### config.mk
export PLATFORM = sky130hd
export DESIGN_NAME = tree_loader_flat
export DESIGN_NICKNAME = d
export VERILOG_FILES = /design/src/rtl/tree_pkg.sv /design/src/rtl/tree_loader_if.sv /design/src/rtl/tree_rec_buf.sv /design/src/rtl/tree_loader.sv /design/src/flat_wrapper.sv
export SDC_FILE = /design/constraint.sdc
export NUM_CORES = 2
export LEC_CHECK = 0
export CORE_ASPECT_RATIO = 0.6
export CORE_MARGIN = 5
export CORE_UTILIZATION = 32
export CTS_CLUSTER_DIAMETER = 150
export DETAILED_ROUTE_END_ITERATION = 10
export HOLD_SLACK_MARGIN = 0.12
export PLACE_DENSITY_LB_ADDON = 0.1
export RECOVER_POWER = 25
export SLEW_MARGIN = 10
export SYNTH_ARGS = -nofsm -noshare
export SYNTH_HDL_FRONTEND = slang
export SYNTH_HIERARCHICAL = 1
export SYNTH_SLANG_ARGS = --single-unit
### constraint.sdc
create_clock -name clk -period 16.5 [get_ports clk]
set_input_delay 3.3 -clock clk [delete_from_list [all_inputs] [get_ports clk]]
set_output_delay 3.3 -clock clk [all_outputs]
set_load 0.01 [all_outputs]
### src/rtl/tree_pkg.sv
// tree_pkg: shared widths, action codes, loader FSM states and the node record type
package tree_pkg;
  localparam int W_ADDR = 10;
  localparam int W_N_DATA = 12;
  localparam int W_C_DATA = 10;
  localparam int W_ACTION = 3;
  localparam logic [W_ACTION-1:0] ACT_NO_PLAY = 3'b000;
  localparam logic [W_ACTION-1:0] ACT_PLAY = 3'b001;
  typedef enum logic [3:0] {IDLE, FILL, CONF, PAR, REW, ACT, WGT, KICK, DONE} loader_state_t;
  typedef struct packed {
    logic [W_ADDR-1:0] parent;
    logic [W_N_DATA-1:0] reward;
    logic [W_ACTION-1:0] action;
    logic [W_N_DATA-1:0] weight;
    logic leaf;
  } node_rec_t;
endpackage

### src/rtl/tree_loader_if.sv
// tree_loader_if: host config + record stream and treeval write bus of the loader
// slave modport = loader side (takes cfg/rec, drives strobes/status); master = host/treeval side
interface tree_loader_if;
  import tree_pkg::*;
  logic cfg_start;
  logic [W_C_DATA-1:0] cfg_nodes;
  logic rec_valid;
  logic rec_ready;
  logic [W_ADDR-1:0] rec_parent;
  logic [W_N_DATA-1:0] rec_reward;
  logic [W_ACTION-1:0] rec_action;
  logic [W_N_DATA-1:0] rec_weight;
  logic rec_leaf;
  logic conf_nodes;
  logic [W_C_DATA-1:0] conf_data;
  logic mem_par;
  logic mem_rew;
  logic mem_act;
  logic mem_weight;
  logic [W_ADDR-1:0] mem_addr;
  logic [W_N_DATA-1:0] mem_data;
  logic eval_start;
  logic busy;
  logic done;
  logic err;
  modport slave (
    input cfg_start, cfg_nodes, rec_valid, rec_parent, rec_reward, rec_action, rec_weight, rec_leaf,
    output rec_ready, conf_nodes, conf_data, mem_par, mem_rew, mem_act, mem_weight, mem_addr, mem_data,
    output eval_start, busy, done, err
  );
  modport master (
    output cfg_start, cfg_nodes, rec_valid, rec_parent, rec_reward, rec_action, rec_weight, rec_leaf,
    input rec_ready, conf_nodes, conf_data, mem_par, mem_rew, mem_act, mem_weight, mem_addr, mem_data,
    input eval_start, busy, done, err
  );
endinterface

### src/rtl/tree_rec_buf.sv
// tree_rec_buf: 2**AW x node_rec_t record store, one write port, one registered read port, no reset
// ports: clk; we/waddr/wdata write; raddr in, rdata = mem[raddr] one cycle later
module tree_rec_buf
  import tree_pkg::*;
#(
  parameter int AW = 6
) (
  input  logic clk,
  input  logic we,
  input  logic [AW-1:0] waddr,
  input  node_rec_t wdata,
  input  logic [AW-1:0] raddr,
  output node_rec_t rdata
);
  node_rec_t mem [2**AW];
  always_ff @(posedge clk) begin
    if (we) mem[waddr] <= wdata;
    rdata <= mem[raddr];
  end
endmodule

### src/rtl/tree_loader.sv
// tree_loader: buffers N node records, then replays them phase-major onto treeval write ports
// ports: clk, rst (async, active-low); b = tree_loader_if.slave (cfg, record stream, treeval bus, status)
module tree_loader
  import tree_pkg::*;
#(
  parameter int MAX_NODES = 64
) (
  input logic clk,
  input logic rst,
  tree_loader_if.slave b
);
  localparam int PW = W_ADDR + 1;
  localparam int AW = MAX_NODES > 1 ? $clog2(MAX_NODES) : 1;
  loader_state_t state, nxt_state;
  logic [PW-1:0] ptr, nxt_ptr, n, from, cand;
  logic [MAX_NODES-1:0] leafs;
  logic hit, found, hs, start_ok, over, emit;
  node_rec_t rd;
  assign hs = b.rec_valid & b.rec_ready & (state == FILL);
  assign start_ok = b.cfg_start & (state == IDLE || state == DONE);
  assign over = {1'b0, b.cfg_nodes} > PW'(MAX_NODES);
  assign emit = state inside {PAR, REW, ACT, WGT};
  // read address follows the next pointer so rd holds buffer[ptr] while in an emit state
  tree_rec_buf #(.AW(AW)) u_buf (
    .clk(clk),
    .we(hs),
    .waddr(ptr[AW-1:0]),
    .wdata('{b.rec_parent, b.rec_reward, b.rec_action, b.rec_weight, b.rec_leaf}),
    .raddr(nxt_ptr[AW-1:0]),
    .rdata(rd)
  );
  // replay: find the next qualifying (phase, index), skipping empty phases and non-leaves in zero cycles
  always_comb begin
    nxt_state = state;
    nxt_ptr = ptr;
    hit = 1'b0;
    from = '0;
    cand = '0;
    found = 1'b0;
    case (state)
      IDLE, DONE: if (b.cfg_start) begin
        nxt_state = b.cfg_nodes == '0 ? DONE : FILL;
        nxt_ptr = '0;
      end
      FILL: if (hs) begin
        nxt_ptr = ptr + 1'b1;
        nxt_state = ptr == n - 1'b1 ? CONF : FILL;
      end
      KICK: nxt_state = DONE;
      default: begin
        nxt_state = KICK;
        for (int p = int'(PAR); p <= int'(WGT); p++) begin
          if (!hit && p >= int'(state)) begin
            from = p == int'(state) ? ptr + 1'b1 : '0;
            cand = from == '0 ? PW'(1) : from;
            found = cand < n;
            if (p == int'(REW)) begin
              found = 1'b0;
              for (int i = MAX_NODES - 1; i >= 0; i--)
                if (PW'(i) >= from && PW'(i) < n && leafs[i]) begin
                  found = 1'b1;
                  cand = PW'(i);
                end
            end
            if (found) begin
              hit = 1'b1;
              nxt_state = loader_state_t'(p[3:0]);
              nxt_ptr = cand;
            end
          end
        end
      end
    endcase
  end
  always_ff @(posedge clk or negedge rst) begin
    if (!rst) begin
      state <= IDLE;
      ptr <= '0;
      n <= '0;
      leafs <= '0;
      b.err <= 1'b0;
      b.rec_ready <= 1'b0;
      b.busy <= 1'b0;
      b.done <= 1'b0;
      b.conf_nodes <= 1'b0;
      b.conf_data <= '0;
      b.mem_par <= 1'b0;
      b.mem_rew <= 1'b0;
      b.mem_act <= 1'b0;
      b.mem_weight <= 1'b0;
      b.mem_addr <= '0;
      b.mem_data <= '0;
      b.eval_start <= 1'b0;
    end else begin
      state <= nxt_state;
      ptr <= nxt_ptr;
      if (start_ok) begin
        n <= over ? PW'(MAX_NODES) : {1'b0, b.cfg_nodes};
        b.err <= b.cfg_nodes == '0 || over;
      end
      if (hs) begin
        leafs[ptr[AW-1:0]] <= b.rec_leaf;
        if (ptr != '0 && {1'b0, b.rec_parent} >= ptr) b.err <= 1'b1;
      end
      b.rec_ready <= nxt_state == FILL;
      b.busy <= !(nxt_state inside {IDLE, DONE});
      b.done <= nxt_state == DONE;
      b.conf_nodes <= state == CONF;
      b.conf_data <= state == CONF ? n[W_C_DATA-1:0] : '0;
      b.mem_par <= state == PAR;
      b.mem_rew <= state == REW && rd.leaf;
      b.mem_act <= state == ACT;
      b.mem_weight <= state == WGT;
      b.mem_addr <= emit ? ptr[W_ADDR-1:0] : '0;
      b.mem_data <= state == PAR ? W_N_DATA'(rd.parent) :
                    state == REW ? rd.reward :
                    state == ACT ? W_N_DATA'(rd.action) :
                    state == WGT ? rd.weight : '0;
      b.eval_start <= state == KICK;
    end
  end
endmodule
### src/flat_wrapper.sv
// flat-port wrapper written by rule: the top's interface ports become plain ports
module tree_loader_flat import tree_pkg::*;
#(
  parameter int MAX_NODES = 64
)
  (clk, rst, b_cfg_start, b_cfg_nodes, b_rec_valid, b_rec_parent, b_rec_reward, b_rec_action, b_rec_weight, b_rec_leaf, b_rec_ready, b_conf_nodes, b_conf_data, b_mem_par, b_mem_rew, b_mem_act, b_mem_weight, b_mem_addr, b_mem_data, b_eval_start, b_busy, b_done, b_err);
  tree_loader_if b_i ();
  input logic clk;
  input logic rst;
  input wire logic [$bits(b_i.cfg_start)-1:0] b_cfg_start;
  input wire logic [$bits(b_i.cfg_nodes)-1:0] b_cfg_nodes;
  input wire logic [$bits(b_i.rec_valid)-1:0] b_rec_valid;
  input wire logic [$bits(b_i.rec_parent)-1:0] b_rec_parent;
  input wire logic [$bits(b_i.rec_reward)-1:0] b_rec_reward;
  input wire logic [$bits(b_i.rec_action)-1:0] b_rec_action;
  input wire logic [$bits(b_i.rec_weight)-1:0] b_rec_weight;
  input wire logic [$bits(b_i.rec_leaf)-1:0] b_rec_leaf;
  output wire logic [$bits(b_i.rec_ready)-1:0] b_rec_ready;
  output wire logic [$bits(b_i.conf_nodes)-1:0] b_conf_nodes;
  output wire logic [$bits(b_i.conf_data)-1:0] b_conf_data;
  output wire logic [$bits(b_i.mem_par)-1:0] b_mem_par;
  output wire logic [$bits(b_i.mem_rew)-1:0] b_mem_rew;
  output wire logic [$bits(b_i.mem_act)-1:0] b_mem_act;
  output wire logic [$bits(b_i.mem_weight)-1:0] b_mem_weight;
  output wire logic [$bits(b_i.mem_addr)-1:0] b_mem_addr;
  output wire logic [$bits(b_i.mem_data)-1:0] b_mem_data;
  output wire logic [$bits(b_i.eval_start)-1:0] b_eval_start;
  output wire logic [$bits(b_i.busy)-1:0] b_busy;
  output wire logic [$bits(b_i.done)-1:0] b_done;
  output wire logic [$bits(b_i.err)-1:0] b_err;
  assign b_i.cfg_start = b_cfg_start;
  assign b_i.cfg_nodes = b_cfg_nodes;
  assign b_i.rec_valid = b_rec_valid;
  assign b_i.rec_parent = b_rec_parent;
  assign b_i.rec_reward = b_rec_reward;
  assign b_i.rec_action = b_rec_action;
  assign b_i.rec_weight = b_rec_weight;
  assign b_i.rec_leaf = b_rec_leaf;
  assign b_rec_ready = b_i.rec_ready;
  assign b_conf_nodes = b_i.conf_nodes;
  assign b_conf_data = b_i.conf_data;
  assign b_mem_par = b_i.mem_par;
  assign b_mem_rew = b_i.mem_rew;
  assign b_mem_act = b_i.mem_act;
  assign b_mem_weight = b_i.mem_weight;
  assign b_mem_addr = b_i.mem_addr;
  assign b_mem_data = b_i.mem_data;
  assign b_eval_start = b_i.eval_start;
  assign b_busy = b_i.busy;
  assign b_done = b_i.done;
  assign b_err = b_i.err;
  tree_loader #(.MAX_NODES(MAX_NODES)) u_core (.clk(clk), .rst(rst), .b(b_i));
endmodule
==> flow_metrics.py <==
metrics = {
    "die": {
        "die-width_um": 746,
        "die_h_um": 452,
        "pin_count": 94,
        "core_area_mm2": 0.324,
        "rows": 162,
        "die-area_mm2": 0.337,
        "start_util_pct": 32.1,
    },
    "timing": {
        "fin_crit_ps": 11500,
        "clock.fmax_mhz": 86.9,
        "hold_violations": 0,
        "skew_ps": 51.1,
        "setup_viol": 0,
        "slew_violations": 1661,
        "setup_tns_ps": 0,
        "rsz0062_at_grt": "no",
        "worstMarginPinSlew_ps": 3420,
        "max-slew-margin-rel_pct": -128,
        "period_share_pct": 69.7,
    },
    "clocking": {
        "path_clk_slew_ps": 70,
        "clock-sinks": 2601,
        "clockRootBuffer": "clkbuf_16",
        "clkLatencyLatePin_ps": 880,
        "post_cts_resized": 0,
        "clock_path_buffers": 4,
        "cts_buffers": 267,
        "postCtsHoldBufs": 0,
        "cts-htree-levels": 5,
        "cts_tree": "done",
        "post_cts_buffers": 0,
    },
    "place": {
        "dp_hpwl_um": 212000,
        "portBuffers": 93,
        "dp_cells": 9697,
        "place_congestion": 0.935,
        "placed_cell_area_mm2": 0.111,
    },
    "logic_synthesis": {
        "netlist_top_cells_area": "edfxtp_1 (70%), mux4_2 (13%), dfrtp_1 (3.2%)",
        "syn-cell-area_mm2": 0.104,
        "synthCells": 5356,
        "synth-edff-count": 2432,
        "yosys.cell_count.top_type": "edfxtp_1",
        "synth_nets": 5449,
        "ys_ff_latch": 2601,
        "synthArstFlopShare_pct": 5.04,
        "ys.flop_type": "edfxtp_1",
        "synthTopCellsByCount": "edfxtp_1 (2432), mux4_2 (593), nor2_1 (284)",
        "ys_seq_area_share_pct": 74.1,
        "yosys.area.top_type": "edfxtp_1",
        "synth.top_cell.area_share_pct": 70.2,
        "yosysWarningCount": 6,
        "postSynthAreaPerCell_um2": 19.4,
        "synth_cell_types": 103,
    },
    "cells_and_area": {
        "nNetsFinal": 5713,
        "final_cells": 10168,
        "multiInputGateArea_mm2": 0.0257,
        "fin_area_mm2": 0.119,
        "layout-drive-gt1-share_pct": 24.0,
        "fillers": 29846,
        "final-seq-area_mm2": 0.0771,
        "area_delta_synth_final_pct": 14.4,
    },
    "pwr": {
        "power_mw": 21.3,
        "ir_worst_vdd_mv": 0.284,
        "power.leakage_nw": 36.9,
        "powerDensity_mw_per_mm2": 179,
    },
    "worst_setup_path": {
        "path_class": "reg2reg",
        "required_ps": 17210,
        "r2r_setup_slack_ps": 5000,
        "crit_path_max_fanout": 61,
        "crit_path_end_kind": "flop",
        "reg2reg_from": "u_core/state[2]$_DFF_PN0_",
        "reg2reg_depth": 20,
        "r2r-end": "u_core/u_buf/rdata[32]$_DFF_P_",
        "critical_path_arrival_ps": 12210,
        "setup.worst_path.start_class": "flop",
    },
    "route": {
        "vias_per_cell": 5.60,
        "drt-total-wl_um": 354000,
        "first_iter_violations": 6921,
        "num_vias": 56937,
        "postRouteAntennaNets": 0,
        "wire_per_inst_um": 34.8,
        "first_pass_iters": 6,
        "drc_errors": 0,
    },
    "grt": {
        "grt_overflow": 0,
        "grt_pass1_vias": 55938,
        "track_usage_pct": 20.5,
        "grt_pass1_wl_um": 484000,
        "antenna_found_initial": 30,
        "grt_max_degree": 91,
    },
    "hold_path": {
        "worstHoldStart": "u_core/leafs[57]$_DFFE_PN0P_",
        "holdPathEnd": "u_core/leafs[57]$_DFFE_PN0P_",
        "hold_class": "reg2reg",
        "whs_path_depth": 1,
    },
    "run_status": {
        "status": "finished with violations",
        "violations": "capacitance limit, slew limit",
    },
    "flow_run": {
        "drv_cap": 31,
    },
}
layout make-up:
class | count | area share (%)
diodes | 4 | 0.00841
clock inverters | 125 | 0.921
clock buffers | 342 | 6.04
repair buffers | 305 | 1.90
inverters | 51 | 0.161
flip-flops and latches | 2601 | 64.8
well taps | 4346 | 4.57
multi-input cells | 2394 | 21.6
where the power goes:
| part | switching, mW | internal (mW) |
|---|---|---|
| clock | 2.60 | 3.34 |
| sequential | 0.152 | 7.38 |
| combinational | 4.49 | 3.31 |
| total | 7.25 | 14.0 |
layout by cell type (no fill, tap or decap), types with 57 or more instances in the layout:
master     netlist  final
o22ai_1        101    101
nand3_1         58     58
mux2_2          76     76
buf_4           54    180
clkbuf_16        0    272
dfrtp_1        131    131
o21ai_0         89     87
nand2_1        186    184
nor2_1         284    218
a21oi_1        135    135
clkbuf_1       148     91
edfxtp_1      2432   2432
a22oi_1         80     80
a221oi_1        57     57
mux4_2         593    593
nor2_4           0     66
state kept, by name, summed over array words and instances (netlist names):
register and flops:
u_core/b.busy 1, u_core/b.conf_data 10, u_core/b.conf_nodes 1, u_core/b.done 1
u_core/b.err 1, u_core/b.eval_start 1, u_core/b.mem_act 1, u_core/b.mem_addr 10
u_core/b.mem_data 12, u_core/b.mem_par 1, u_core/b.mem_rew 1, u_core/b.mem_weight 1
u_core/b.rec_ready 1, u_core/leafs 64, u_core/n 10, u_core/ptr 11
u_core/state 4, u_core/u_buf/mem 2432, u_core/u_buf/rdata 38
kinds of logic (layout without fill, tap and decap cells):
kind of cell	count (synthesis)	count (layout)	share of synthesized area [%]
flops	2601	2601	74.1
simple gates	803	803	3.75
compound gates	800	800	5.46
mux	725	725	14.2
buf+inv	361	823	1.75
fa+ha+maj	41	41	0.493
xor+xnor	25	25	0.211
other cells	0	4	0
worst max-delay path by stage:
| stage | to | slack (ps) | cells past startpoint | start |
|---|---|---|---|---|
| 3_5_place_dp | u_core/u_buf/rdata[32]$_DFF_P_ | 6560 | 22 | u_core/ptr[0]$_DFF_PN0_ |
| 6_report | u_core/u_buf/rdata[32]$_DFF_P_ | 5000 | 20 | u_core/state[2]$_DFF_PN0_ |
| 5_1_grt | u_core/u_buf/rdata[32]$_DFF_P_ | 4630 | 20 | u_core/state[2]$_DFF_PN0_ |
| 4_1_cts | u_core/u_buf/rdata[32]$_DFF_P_ | 6550 | 22 | u_core/ptr[0]$_DFF_PN0_ |
| 2_1_floorplan | u_core/u_buf/mem[27][0]$_DFFE_PP_ | 9780 | 8 | b_rec_valid |
| 3_3_place_gp | u_core/u_buf/rdata[32]$_DFF_P_ | 6570 | 23 | u_core/ptr[0]$_DFF_PN0_ |
metrics by stage:
stage	util, %	setup WS (ps)	hold WS, ps
floorplan	-	9780	413
global placement	34.2	6570	489
detailed placement	34.2	6560	493
CTS	36.7	6550	509
global route	36.7	4630	526
finish	36.7	5000	513
worst max-delay path, cell delays in order (launching register included):
cell	delay (ps)
dfrtp_1	730
nor4b_4	290
clkbuf_1	1740
nand2_1	1020
nand2_1	270
o311ai_0	260
and4_1	500
nand4b_1	490
nor3_2	480
nand2_2	140
o31ai_2	650
o22ai_1	240
a32oi_4	270
buf_4	520
buf_4	720
buf_4	890
mux4_2	410
a22oi_1	320
nand2_1	100
o22ai_1	870
nor2_1	120
metal layers:
metal | wire (µm) | track usage (%)
met5 | 26 | 0
met4 | 5160 | 3.15
met3 | 28900 | 4.66
met2 | 145000 | 28.3
met1 | 175000 | 33.2
No activity file was read; power rests on OpenSTA's default activity.
